## src/rtl/qif_syn_current_if.sv

```systemverilog
// Spike-event handshake into the synaptic current generator.
interface qif_syn_current_if;
  logic              spk_valid;
  logic signed [7:0] spk_weight;
  logic              spk_ready;

  modport master (output spk_valid, output spk_weight, input spk_ready);
  modport slave  (input spk_valid, input spk_weight, output spk_ready);
endinterface

```

## src/rtl/qif_syn_current.sv

```systemverilog
// Synaptic current for the QIF neuron: 4-deep event FIFO, one pop per cycle,
// leak toward zero on a periodic tick, saturating signed 8-bit output.
module qif_syn_current #(
  parameter int DECAY_SHIFT = 2,
  parameter int TICK_DIV    = 4
) (
  input  logic              clk,
  input  logic              rst_n,
  qif_syn_current_if.slave  spk,
  input  logic              syn_en,
  output logic signed [7:0] I_syn,
  output logic              sat,
  output logic [2:0]        fifo_level
);
  localparam int            CW        = (TICK_DIV > 1) ? $clog2(TICK_DIV) : 1;
  localparam logic [CW-1:0] TICK_LAST = CW'(TICK_DIV - 1);

  logic [3:0][7:0]   mem;
  logic [1:0]        wr_ptr, rd_ptr;
  logic [CW-1:0]     tick_cnt;
  logic              push, pop, tick;
  logic signed [7:0] w;
  logic [8:0]        mag, m;
  logic signed [9:0] i_ext, w_ext, m_ext, sum;
  logic signed [7:0] nxt;
  logic              nxt_sat;

  // Ready depends only on registered level, so a pop cannot make room for a push.
  assign spk.spk_ready = (fifo_level != 3'd4);
  assign push = spk.spk_valid && spk.spk_ready;
  assign pop  = (fifo_level != 3'd0) && syn_en;
  assign tick = (tick_cnt == TICK_LAST);

  always_comb begin
    w   = pop ? $signed(mem[rd_ptr]) : 8'sd0;
    // 9-bit magnitude so that -128 maps to 128
    mag = I_syn[7] ? (~{1'b1, I_syn} + 9'd1) : {1'b0, I_syn};
    m   = 9'd0;
    if (tick) begin
      m = mag >> DECAY_SHIFT;
      if (m == 9'd0 && I_syn != 8'sd0) m = 9'd1;
    end
    i_ext = $signed({{2{I_syn[7]}}, I_syn});
    w_ext = $signed({{2{w[7]}}, w});
    m_ext = $signed({1'b0, m});
    sum   = I_syn[7] ? (i_ext + m_ext + w_ext) : (i_ext - m_ext + w_ext);
    nxt     = sum[7:0];
    nxt_sat = 1'b0;
    if (sum > 10'sd127) begin
      nxt     = 8'sd127;
      nxt_sat = 1'b1;
    end else if (sum < -10'sd128) begin
      nxt     = -8'sd128;
      nxt_sat = 1'b1;
    end
  end

  always_ff @(posedge clk) begin
    if (rst_n) begin
      I_syn      <= 8'sd0;
      sat        <= 1'b0;
      fifo_level <= 3'd0;
      wr_ptr     <= 2'd0;
      rd_ptr     <= 2'd0;
      tick_cnt   <= '0;
    end else begin
      I_syn    <= nxt;
      sat      <= nxt_sat;
      tick_cnt <= tick ? '0 : tick_cnt + 1'b1;
      if (push) wr_ptr <= wr_ptr + 2'd1;
      if (pop)  rd_ptr <= rd_ptr + 2'd1;
      case ({push, pop})
        2'b10:   fifo_level <= fifo_level + 3'd1;
        2'b01:   fifo_level <= fifo_level - 3'd1;
        default: ;
      endcase
    end
  end

  // Storage is not reset; pointers define what is live.
  always_ff @(posedge clk) begin
    if (!rst_n && push) mem[wr_ptr] <= spk.spk_weight;
  end
endmodule

```

## src/flat_wrapper.sv

```systemverilog
// flat-port wrapper written by rule: the top's interface ports become plain ports
module qif_syn_current_flat 
#(
  parameter int DECAY_SHIFT = 2,
  parameter int TICK_DIV    = 4
)
  (clk, rst_n, syn_en, I_syn, sat, fifo_level, spk_spk_valid, spk_spk_weight, spk_spk_ready);
  qif_syn_current_if spk_i ();
  input  logic clk;
  input  logic rst_n;
  input  logic syn_en;
  output logic signed [7:0] I_syn;
  output logic sat;
  output logic [2:0] fifo_level;
  input wire logic [$bits(spk_i.spk_valid)-1:0] spk_spk_valid;
  input wire logic [$bits(spk_i.spk_weight)-1:0] spk_spk_weight;
  output wire logic [$bits(spk_i.spk_ready)-1:0] spk_spk_ready;
  assign spk_i.spk_valid = spk_spk_valid;
  assign spk_i.spk_weight = spk_spk_weight;
  assign spk_spk_ready = spk_i.spk_ready;
  qif_syn_current #(.DECAY_SHIFT(DECAY_SHIFT), .TICK_DIV(TICK_DIV)) u_core (.clk(clk), .rst_n(rst_n), .spk(spk_i), .syn_en(syn_en), .I_syn(I_syn), .sat(sat), .fifo_level(fifo_level));
endmodule
```

## config.mk

```make
export PLATFORM = sky130hd
export DESIGN_NAME = qif_syn_current_flat
export DESIGN_NICKNAME = d
export VERILOG_FILES = /design/src/rtl/qif_syn_current_if.sv /design/src/rtl/qif_syn_current.sv /design/src/flat_wrapper.sv
export SDC_FILE = /design/constraint.sdc
export NUM_CORES = 1
export LEC_CHECK = 0
export CAP_MARGIN = 20
export CORE_ASPECT_RATIO = 0.9
export CORE_MARGIN = 2
export CORE_UTILIZATION = 50
export CTS_CLUSTER_DIAMETER = 80
export DETAILED_ROUTE_END_ITERATION = 12
export DONT_BUFFER_PORTS = 1
export PLACE_DENSITY = 0.63
export SLEW_MARGIN = 20
export SYNTH_ARGS = -nofsm -noshare
export SYNTH_HDL_FRONTEND = slang
export SYNTH_SLANG_ARGS = --single-unit
```

## constraint.sdc

```tcl
create_clock -name clk -period 6.65 [get_ports clk]
set_clock_uncertainty 0.15 [all_clocks]
set_input_delay 0.9975 -clock clk [delete_from_list [all_inputs] [get_ports clk]]
set_output_delay 0.9975 -clock clk [all_outputs]
set_load 0.03 [all_outputs]
```

# --- Yosys cells after proc, flatten, opt, wreduce, memory -nomap -nowiden ---
# Index checks and enable logic that the tools add are counted.
word_totals:
  reg_bits: 50
  wordCells: 58
  output_inout_bits: 13
classes:
  add_sub_neg: 10
  muxes: 15
  eq_ne: 4
  n_reduce_logical: 12
  bitwise_logic: 1
  magnitude_cmp: 5
ops:
  columns: ["cell", "count"]
  rows:
  - ["32-bit bitwise mux", 1]
  - ["8-bit 2-to-1 mux", 4]
  - ["7-bit 2-to-1 mux", 3]
  - ["10-bit by 8-bit adder with 10-bit output", 2]
  - ["8-bit binary-select mux with 2-bit select", 1]
  - ["8-bit demux with 2-bit select", 1]
  - ["10-bit by 8-bit > comparator with 1-bit output, second input constant", 1]
  - ["10-bit by 8-bit less-than comparator with 1-bit output, second input constant", 1]
  - ["10-bit 2-to-1 mux", 1]
  - ["8-bit by 8-bit adder with 9-bit output", 1]
  - ["9-bit by 1-bit adder with 9-bit output, second input constant", 1]
  - ["9-bit zero test", 1]
  - ["9-bit 2-to-1 mux", 1]
  - ["9-bit NOT", 1]
  - ["8-bit by 8-bit subtractor with 9-bit output", 1]
  - ["8-bit nonzero test", 1]
  - ["2-bit by 1-bit adder with 2-bit output, second input constant", 3]
  - ["2-bit by 3-bit less-than comparator with 1-bit output, second input constant", 2]
  - ["3-bit case mux with 2 select lines", 1]
  - ["1-bit logical AND", 5]
  - ["2-bit == test, second input constant", 2]
  - ["2-bit OR reduction", 2]
  - ["3-bit by 1-bit adder with 3-bit output, second input constant", 1]
  - ["3-bit != test, second input constant", 1]
  - ["other kinds (7)", 8]

# --- Logic depth before layout (Yosys ltp) ---
logic_depth:
  ltp_word: 13
  ltp_mapped: 25

# --- Worst setup path before layout ---
# Ideal clock, no wire load.
synth_path:
  path_kind: "register to register"
  startpoint: "register u_core.I_syn[5]"
  endpoint: "register u_core.I_syn[3]"
  path_buffers: 1
  stages_incl_launch_ff: 24
  required_ps: 6368
  setup_slack_ps: 1733
  arrival_ps: 4636
  period_less_slack_ps: 4917
  cell_sequence: "dfxtp_1 -> and3_1 -> nor2_1 -> nor2_1 -> a21oi_1 -> o21ai_0 -> nand2_1 -> ha_1 -> nor2b_1 -> a31o_2 -> ha_1 -> a21o_1 -> a21oi_1 -> nor2b_1 -> o21a_1 -> o41a_1 -> xnor2_1 -> ha_1 -> clkbuf_1 -> nand2b_1 -> o22ai_1 -> a211o_2 -> o221ai_4 -> o31ai_1"
synth_via:
  elab_chain_cells: 13
synth_rtl:
  columns: ["item", "line_no", "rtl"]
  rows:
  - ["from (decl)", "qif_syn_current.sv:11", "output logic signed [7:0] I_syn,"]
  - ["from (signal assigned)", "qif_syn_current.sv:67", "I_syn <= nxt;"]
  - ["9-bit NOT", "qif_syn_current.sv:37", "mag = I_syn[7] ? (~{1'b1, I_syn} + 9'd1) : {1'b0, I_syn};"]
  - ["9-bit by 1-bit adder with 9-bit output", "qif_syn_current.sv:37", null]
  - ["9-bit 2-to-1 mux", "qif_syn_current.sv:37", null]
  - ["9-bit zero test", "qif_syn_current.sv:41", "if (m == 9'd0 && I_syn != 8'sd0) m = 9'd1;"]
  - ["1-bit logical AND", "qif_syn_current.sv:41", null]
  - ["7-bit 2-to-1 mux", "qif_syn_current.sv:41", null]
  - ["7-bit 2-to-1 mux", "qif_syn_current.sv:39", "if (tick) begin"]
  - ["8-bit by 8-bit subtractor with 9-bit output or 8-bit by 8-bit adder with 9-bit output (tied branches)", "qif_syn_current.sv:46", "sum = I_syn[7] ? (i_ext + m_ext + w_ext) : (i_ext - m_ext + w_ext);"]
  - ["10-bit by 8-bit adder with 10-bit output", "qif_syn_current.sv:46", null]
  - ["10-bit 2-to-1 mux *", "qif_syn_current.sv:46", null]
  - ["10-bit by 8-bit less-than comparator with 1-bit output", "qif_syn_current.sv:52", "end else if (sum < -10'sd128) begin"]
  - ["8-bit 2-to-1 mux", "qif_syn_current.sv:52", null]
  - ["7-bit 2-to-1 mux *", "qif_syn_current.sv:49", "if (sum > 10'sd127) begin"]
# Mark *: on every way between the ends. The rest lies on a longest branch, timed or not.
# A chain may end at the register's enable or synchronous reset.

# --- Worst setup path in the final report ---
layout_path:
  startpoint: "register u_core.I_syn[5]"
  endpoint: "register u_core.I_syn[2]"
# The elaborated chain is that of the path after synthesis.

==> impl_metrics.py <==
metrics = {
    "placed_design": {
        "hpwl_mm": 4.53,
        "gp_congestion": 0.892,
        "io_buffers": 0,
        "preCtsSetupSlack_ns": 1.39,
        "dpl_cell_area_um2": 3170,
    },
    "synthesis": {
        "syn_inst": 293,
        "async_flop_share_pct": 0,
        "yosys_warnings": 0,
        "syn-num-nets": 332,
        "synthFlopType": "edfxtp_1",
        "synth_cell_types": 54,
        "syn_area_per_cell_um2": 10.7,
        "synth_seq_cells": 50,
        "syn_area_um2": 3130,
        "yosysSeqAreaShare_pct": 42.2,
        "synth.area.top_cells": "edfxtp_1, dfxtp_1, ha_1, mux4_2, nor2_1",
        "yosysTopAreaCell": "edfxtp_1",
        "synth-edff-count": 32,
        "synth_top_area_share_pct": 30.7,
    },
    "sta": {
        "report.final.setup_viol": 0,
        "finalWorstSetupSlack_ns": 1.33,
        "hold_violations": 0,
        "slew_viol_final": 0,
        "rsz0062_at_grt": "no",
        "tns_ns": 0,
        "min_period_ns": 5.32,
        "slew_headroom_pct": 58.1,
        "fin_crit_sh_pct": 80.0,
        "fmax_ghz": 0.188,
        "worst_slew_pin_slew_ns": 0.628,
    },
    "floorplan": {
        "die_area_um2": 6910,
        "initial_core_util_pct": 51.4,
        "fp.dieW_um": 87.4,
        "coreArea_um2": 6080,
        "rows": 27,
        "io_pins": 25,
        "die_y_um": 79.0,
    },
    "grt": {
        "antenna_found_initial": 0,
        "grt.total_usage_pct": 18.5,
        "grt_pass1_vias": 2088,
        "grt.overflow.total": 0,
        "grt_max_degree": 18,
        "grt_pass1_wl_mm": 10.1,
    },
    "finish": {
        "multiInputGateArea_um2": 1700,
        "fin_area_um2": 3280,
        "diodes": 0,
        "seq_area_um2": 1320,
        "n_fill_cell": 547,
        "final_common_cell": "edfxtp_1",
        "drive_gt1_share_pct": 8.65,
        "area_delta_synth_final_pct": 5.00,
        "most-common-layout-cells": "edfxtp_1, nor2_1, ha_1, dfxtp_1, nand2_1",
        "fin_nets": 327,
    },
    "power_and_ir_drop": {
        "swShare_pct": 46.1,
        "combPwrFrac_pct": 54.9,
        "p_int_uw": 920,
        "power.switching_uw": 788,
        "seq_power_share_pct": 32.5,
        "power_leakage_uw": 0.00125,
        "ir_drop_mv": 0.298,
        "p_clk_share_pct": 12.6,
        "powerDensity_nw_per_um2": 520,
    },
    "detailed_routing": {
        "drt-pass1-iter-count": 4,
        "drc": 0,
        "post_drt_wl_per_cell_um": 16.6,
        "postRouteWirelength_mm": 5.99,
        "vias_per_cell": 5.90,
        "antenna_left": 0,
        "drt_iter0_drc": 111,
        "via_count": 2129,
    },
    "setup_path": {
        "cp_data_arrival_time_ns": 5.35,
        "worstPathMaxFanout": 11,
        "cp.required_ns": 6.68,
        "path_class": "flip-flop to flip-flop",
        "endpoint_kind": "flip-flop",
        "setup.worst_path.start_class": "flip-flop",
    },
    "clocking": {
        "cts.repair.resized": 0,
        "cts.sinks": 50,
        "cts_tree": "yes",
        "h-tree-depth": 2,
        "cts.hold.buffers_added": 0,
        "root_buffer": "clkbuf_8",
        "numCtsBuffers": 5,
        "cts_buffer_depth": 2,
        "insertion_delay_ns": 0.31,
        "cts_setup_buffers": 0,
        "clkTransAtPathRegs_ns": 0.09,
    },
    "job": {
        "max_cap_viol_count": 0,
    },
    "worst_hold_path": {
        "hold_class": "flip-flop to flip-flop",
    },
    "outcome": {
        "status": "complete, no violations",
    },
}
==> logic make-up (layout without fill, tap and decap cells) <==
logic type,count (synthesis),in the layout,share of synthesized area (%)
XOR/XNOR,18,18,5.04
multiplexers,8,8,5.36
flip-flops,50,50,42.2
AND/OR/NAND/NOR,93,93,15.0
buffers and inverters,27,23,3.32
AO/OA/AOI/OAI,70,70,17.5
adder cells (fa/ha/maj),27,27,11.5
==> per-layer routing <==
| metal | share of wire, % | GRT usage [%] | up-vias |
|---|---|---|---|
| met5 | 0 | 0 | - |
| met2 | 44 | 27.8 | 49 |
| met1 | 50 | 27.7 | 1006 |
| met4 | 1.0 | 4.00 | 0 |
| li1 | - | - | 1066 |
| met3 | 5.0 | 3.74 | 8 |
==> final timing paths <==
| kind | from | end | slack [ns] | depth (start not counted) |
|---|---|---|---|---|
| max | u_core.I_syn[5] | u_core.I_syn[2] | 1.33 | 22 |
| min reg2reg | u_core.tick_cnt[0] | u_core.tick_cnt[0] | 0.29 | 1 |
| max reg2reg | u_core.I_syn[5] | u_core.I_syn[2] | 1.33 | 22 |
| min | u_core.tick_cnt[0] | u_core.tick_cnt[0] | 0.29 | 1 |
==> cell type report <==
class | count | area share, %
multi-input combinational | 216 | 51.8
sequential | 50 | 40.2
tap | 72 | 2.74
clock buffer | 6 | 2.21
inverter | 14 | 1.60
clock inverter | 2 | 1.14
timing repair buffer | 1 | 0.229
==> power by group through the flow <==
stage / registers, µW / clock network, µW / logic, µW
floorplan: 508 / 0 / 819
global placement: 565 / 0 / 927
detailed placement: 564 / 0 / 929
CTS: 556 / 218 / 937
global route: 571 / 230 / 1050
finish: 556 / 215 / 938
==> per-stage QoR <==
step           std cells  hold WS, ns  utilization, %  power, µW
5_1_grt              361        0.320            54.0       1850
2_1_floorplan        293        0.258               -       1330
3_5_place_dp         353        0.277            52.2       1490
4_1_cts              361        0.293            54.0       1710
3_3_place_gp         353        0.268            52.2       1490
6_report             361        0.287            54.0       1710
==> critical path, cell delays in order (launching register included) <==
cell and delay, ns:
dfxtp_1 0.70, and3_1 0.25, nor2_1 0.07, nor2_1 0.13, a21oi_1 0.08, o21ai_0 0.26
nand2_1 0.10, ha_1 0.27, nor2b_1 0.12, a31o_2 0.24, ha_1 0.26, a21o_1 0.17
a21oi_1 0.22, nor2b_1 0.07, o21a_1 0.19, o41a_1 0.32, xnor2_1 0.13, ha_1 0.40
nand2b_1 0.17, o22ai_1 0.10, a211o_2 0.37, o221ai_4 0.31, o41ai_2 0.12
==> cells in the mapped netlist, drive strengths merged (2+ instances only) <==
| library cell | n |
|---|---|
| and2 | 14 |
| a21oi | 16 |
| edfxtp | 32 |
| o21a | 6 |
| xnor2 | 10 |
| ha | 24 |
| o41ai | 4 |
| o22ai | 2 |
| nor2b | 8 |
| a211o | 3 |
| dfxtp | 18 |
| xor2 | 8 |
| a211oi | 2 |
| fa | 3 |
| nand2 | 17 |
| a31oi | 3 |
| nor2 | 26 |
| nor3 | 6 |
| a21o | 5 |
| o211ai | 2 |
| o31ai | 5 |
| mux4 | 7 |
| and3 | 3 |
| nand3 | 5 |
| nand2b | 8 |
| clkbuf | 10 |
| inv | 14 |
| o221ai | 2 |
| buf | 3 |
| o21ai | 10 |
| nand4b | 2 |
| o311ai | 2 |
==> state kept, by name, indices dropped and copies added (netlist names) <==
register / cells
u_core.mem: 32
u_core.I_syn: 8
u_core.fifo_level: 3
u_core.rd_ptr: 2
u_core.tick_cnt: 2
u_core.wr_ptr: 2
u_core.sat: 1
Note: power is estimated with default switching activity, not from simulation.
